**config.mk**
```make
export PLATFORM = sky130hd
export DESIGN_NAME = reg_write_arbiter
export DESIGN_NICKNAME = d
export VERILOG_FILES = /design/src/rtl/reg_write_arbiter.sv
export SDC_FILE = /design/constraint.sdc
export NUM_CORES = 1
export LEC_CHECK = 0
export CAP_MARGIN = 20
export CORE_UTILIZATION = 51
export DETAILED_ROUTE_END_ITERATION = 6
export GPL_TIMING_DRIVEN = 1
export PLACE_DENSITY = 0.85
export RECOVER_POWER = 100
export SLEW_MARGIN = 10
export SYNTH_ARGS = -nofsm -noshare
export SYNTH_HDL_FRONTEND = slang
export SYNTH_SLANG_ARGS = --single-unit
```
**constraint.sdc**
```tcl
create_clock -name clk -period 3.8 [get_ports clk]
set_input_delay 0.95 -clock clk [delete_from_list [all_inputs] [get_ports clk]]
set_output_delay 0.95 -clock clk [all_outputs]
set_load 0.01 [all_outputs]
```
**src/rtl/reg_write_arbiter.sv**
```systemverilog
// Round-robin write arbiter for the shared configuration register bank.
// Two requesters use a 4-phase req/gnt handshake; the granted write commits in CAPT.

module reg_write_arbiter #(
    parameter int unsigned ADDR_W   = 7,
    parameter int unsigned DATA_W   = 8,
    parameter int unsigned NUM_REGS = 5
) (
    input  logic              clk,
    input  logic              rst_n,
    input  logic              a_req,
    input  logic [ADDR_W-1:0] a_addr,
    input  logic [DATA_W-1:0] a_data,
    output logic              a_gnt,
    input  logic              b_req,
    input  logic [ADDR_W-1:0] b_addr,
    input  logic [DATA_W-1:0] b_data,
    output logic              b_gnt,
    output logic [7:0]        en_reg_out_7_0,
    output logic [7:0]        en_reg_out_15_8,
    output logic [7:0]        en_reg_pwm_7_0,
    output logic [7:0]        en_reg_pwm_15_8,
    output logic [7:0]        pwm_duty_cycle,
    output logic              err_addr,
    output logic              busy
);

    typedef enum logic [1:0] {StIdle, StCapt, StAck} state_e;

    state_e              state_q, state_d;
    logic                owner_q, owner_d;  // 0: port A, 1: port B
    logic                prio_q, prio_d;    // port that wins a tie
    logic [ADDR_W-1:0]   addr_q, addr_d;
    logic [DATA_W-1:0]   data_q, data_d;
    logic                a_gnt_q, a_gnt_d;
    logic                b_gnt_q, b_gnt_d;
    logic                err_q, err_d;
    logic                busy_q, busy_d;
    logic [DATA_W-1:0]   regs_q [NUM_REGS];
    logic [DATA_W-1:0]   regs_d [NUM_REGS];

    logic pick_b;
    logic owner_req;

    assign pick_b    = b_req && (!a_req || prio_q);
    assign owner_req = owner_q ? b_req : a_req;

    always_comb begin
        state_d = state_q;
        owner_d = owner_q;
        prio_d  = prio_q;
        addr_d  = addr_q;
        data_d  = data_q;
        a_gnt_d = a_gnt_q;
        b_gnt_d = b_gnt_q;
        err_d   = 1'b0;
        regs_d  = regs_q;

        case (state_q)
            StIdle: begin
                if (a_req || b_req) begin
                    owner_d = pick_b;
                    addr_d  = pick_b ? b_addr : a_addr;
                    data_d  = pick_b ? b_data : a_data;
                    state_d = StCapt;
                end
            end
            StCapt: begin
                for (int unsigned i = 0; i < NUM_REGS; i++) begin
                    if (addr_q == ADDR_W'(i)) begin
                        regs_d[i] = data_q;
                    end
                end
                err_d   = (addr_q >= ADDR_W'(NUM_REGS));
                a_gnt_d = !owner_q;
                b_gnt_d = owner_q;
                state_d = StAck;
            end
            StAck: begin
                if (!owner_req) begin
                    a_gnt_d = 1'b0;
                    b_gnt_d = 1'b0;
                    prio_d  = !owner_q;
                    state_d = StIdle;
                end
            end
            default: begin
                a_gnt_d = 1'b0;
                b_gnt_d = 1'b0;
                state_d = StIdle;
            end
        endcase

        busy_d = (state_d != StIdle);
    end

    always_ff @(posedge clk or negedge rst_n) begin
        if (!rst_n) begin
            state_q <= StIdle;
            owner_q <= 1'b0;
            prio_q  <= 1'b0;
            addr_q  <= '0;
            data_q  <= '0;
            a_gnt_q <= 1'b0;
            b_gnt_q <= 1'b0;
            err_q   <= 1'b0;
            busy_q  <= 1'b0;
            regs_q  <= '{default: '0};
        end else begin
            state_q <= state_d;
            owner_q <= owner_d;
            prio_q  <= prio_d;
            addr_q  <= addr_d;
            data_q  <= data_d;
            a_gnt_q <= a_gnt_d;
            b_gnt_q <= b_gnt_d;
            err_q   <= err_d;
            busy_q  <= busy_d;
            regs_q  <= regs_d;
        end
    end

    assign a_gnt           = a_gnt_q;
    assign b_gnt           = b_gnt_q;
    assign err_addr        = err_q;
    assign busy            = busy_q;
    assign en_reg_out_7_0  = regs_q[0];
    assign en_reg_out_15_8 = regs_q[1];
    assign en_reg_pwm_7_0  = regs_q[2];
    assign en_reg_pwm_15_8 = regs_q[3];
    assign pwm_duty_cycle  = regs_q[4];

endmodule

```
==> impl_results.md <==
* DRT Pass-1 Iters at 4
* Share of cells above drive strength 1 at 16.6%
* Die Ht at 75.7 microns
* CP Cell Sequence: or4_1, nor4_1, mux2_2
* Critical path type: flop to flop
* Root Buffer: clkbuf_8
* Post-CTS Hold Buffers at 0
* Worst r2r src: addr_q[3]$_DFFE_PN0P_
* Skew-Pair Late Insertion Delay at 0.34 ns
* WL/cell at 15.4 microns
* Die width at 75.7 microns
* Wire length of the first global-routing pass at 8770 microns
* Leading cell type in the layout, fill and taps excluded: dfrtp_1
* Hold path start: pwm_duty_cycle[7]$_DFFE_PN0P_
* Diode count at 0
* Max Root-Sink Buffers at 2
* Max capacitance violation total at 5
* Final-report hold violation count at 0
* Routability cong. at 0.784
* Power share of the clock group at approximately a quarter
* Syn nets at 248
* Hold WS at 0.488 ns
* Total I/O pin count at 78
* Area growth from synthesis to layout at 33.2%
* Reg2reg end: en_reg_pwm_15_8[2]$_DFFE_PN0P_
* Fmax at 334 MHz
* Post-Layout Cell Count at approximately 370
* Area share of the largest cell type after synthesis at 56.9%
* NetSw at 0.757 mW
* Cell area after placement at 0.00358 sq mm
* Final Critical Period at about 3 ns
* GR Overflow Total at 0
* Combinational power share at 28.7%
* Effective utilization at floorplan at between 50% and 60%
* Sum of buffers and inverters on the critical path at 0
* CP endpoint kind: flop
* Post-Synthesis Cell Area at 0.00277 sq mm
* Routed vias at 1977
* Max rail drop VDD at 0.000363 V
* Initial antenna violation count at 0
* Worst Path Arrival at 3.22 ns
* Total Routed Length at 5610 microns
* FP Rows at 26
* Reg2Reg Depth at 3
* GRT Total Usage at 21.5%
* Placed Cells at 349
* Most frequent cells in the layout: dfrtp_1, dlygate4sd3_1, clkdlybuf4s50_1
* Post CTS Setup Buffer Count at 0
* Grt met3 use at 3.44%
* Rel. slew slack at -18.7%
* Setup TNS at 0 ns
* Failing checks: max-capacitance violations, max-slew violations
* TritonCTS clock tree: built
* Syn avg cell area at approximately 13 sq um
* Worst hold-check path type: flop to flop
* Slowest CP cell: nor4_1
* Crit path max-delay family: simple AND/OR/NAND/NOR gates
* Synth unique cells at 22
* Final Slew Violations at 70
* #FFs+latches synth at 63
* Hold endpoint: pwm_duty_cycle[7]$_DFFE_PN0P_
* Switching share of power at 32.1%
* Detail Placement HPWL at 3990 microns
* Reg clk slew, reported paths at 0.07 ns
* RSZ-0062 raised after global routing: no
* DR vias/cell at 5.42
* Syn. warnings at 0
* Clk_skew at 0.00656 ns
* CTS resizes at 0
* Antenna Nets Post-Route at 0
* Tcrit/Tclk final at about 79%
* Leakage at ~1.8 nW
* Leading area contributor after synthesis: dfrtp_1
* Global route hottest layer: met2
* Power per cell area at 640 mW/mm^2
* Synth area leaders: dfrtp_1, mux2_2, mux2_4
* Design area at about 0.0037 sq mm
* DIE AREA at 0.00573 sq mm
* CTS buffer count at 9
* Outcome: finished, violations left
* Final setup fails at 0
* Worst stage delay on the critical path at 1.43 ns
* Number of global-route vias before repair at 1817
* Slew @ Worst Pin at 1.76 ns
* CORE AREA at 0.00517 sq mm
* Sequential share of power at 44.9%
* PortBufs at 77
* Final core utilization at 71.3%
* Worst path required time at ~4 ns
* P_int at roughly 1.6 mW
* R2R Setup Slk at 0.80 ns
* Sequential share of the synthesized area at 56.9%
* Met2 Use GR at 34.7%
* CP Launch Type: flop
* Clock sinks at 63
* DRC Markers at 0
* GR Util met1 at 27.7%
* Worst-path fanout max at 8
* H-tree depth at 3
* Largest net degree at the start of global routing at 34
* Gate Count Post-Synth at 214
* Nets at 324
* Number of DRC markers in iteration 0 at 66
* Hold Crit Depth at 1
==> cells by family after synthesis <==
logic type / count (synthesis) / synth area share [%]
buffers and inverters: 19 / 3.12
AOI/OAI and AO/OA: 52 / 10.3
muxes: 43 / 18.4
and+or+nand+nor: 37 / 11.2
DFF: 63 / 56.9
==> power by group through the flow <==
stage,combinational [mW],sequential [mW],clock [mW]
global route,0.746,1.09,0.653
floorplan,0.428,1.06,0
finish,0.678,1.06,0.622
detailed placement,0.763,1.09,0
global placement,0.740,1.08,0
CTS,0.767,1.08,0.625
==> layer usage <==
layer	share of wire [%]	routed length (microns)
met1	46	2570
met2	47	2640
met3	5.0	278
met4	2.2	122
met5	0	0
==> cell type report <==
type	count	area (sq um)
inverter	3	11.3
fill	350	1480
clock inverter	7	87.6
multi-input combinational	132	1010
clock buffer	9	124
tap	70	87.6
sequential	63	1580
timing repair buffer	81	788
==> per-stage QoR <==
step,total power [mW],worst slack (ns)
3_3_place_gp,1.82,0.985
3_5_place_dp,1.85,0.960
6_report,2.36,0.805
4_1_cts,2.47,1.32
5_1_grt,2.49,0.638
2_1_floorplan,1.49,1.70
==> cells in the mapped netlist <==
master / n
dfrtp_1: 63
mux2_2: 32
o21ai_0: 19
a21oi_1: 16
nand3b_1: 16
a31oi_1: 15
clkbuf_1: 13
mux2_4: 8
nand2b_1: 4
nor4_4: 4
inv_1: 3
mux2i_1: 3
nor2_1: 3
or2_2: 3
buf_6: 2
nand2_1: 2
o2bb2ai_1: 2
or4_4: 2
and2_1: 1
buf_1: 1
nor2b_1: 1
nor3b_1: 1
==> state kept, by name, indices dropped and copies added (netlist names) <==
name,flops
busy,1
a_gnt,1
data_q,8
en_reg_pwm_15_8,8
err_addr,1
pwm_duty_cycle,8
owner_q,1
b_gnt,1
en_reg_out_15_8,8
state_q,2
prio_q,1
en_reg_out_7_0,8
addr_q,7
en_reg_pwm_7_0,8
==> worst max path at each step <==
stage,start,end,cells past startpoint
5_1_grt,b_req,data_q[5]$_DFFE_PN0P_,5
6_report,addr_q[3]$_DFFE_PN0P_,en_reg_pwm_15_8[2]$_DFFE_PN0P_,3
2_1_floorplan,a_req,addr_q[0]$_DFFE_PN0P_,6
3_5_place_dp,b_req,busy$_DFF_PN0_,5
3_3_place_gp,b_req,busy$_DFF_PN0_,5
4_1_cts,b_req,busy$_DFF_PN0_,5
Power figures use the tool's default switching activity.
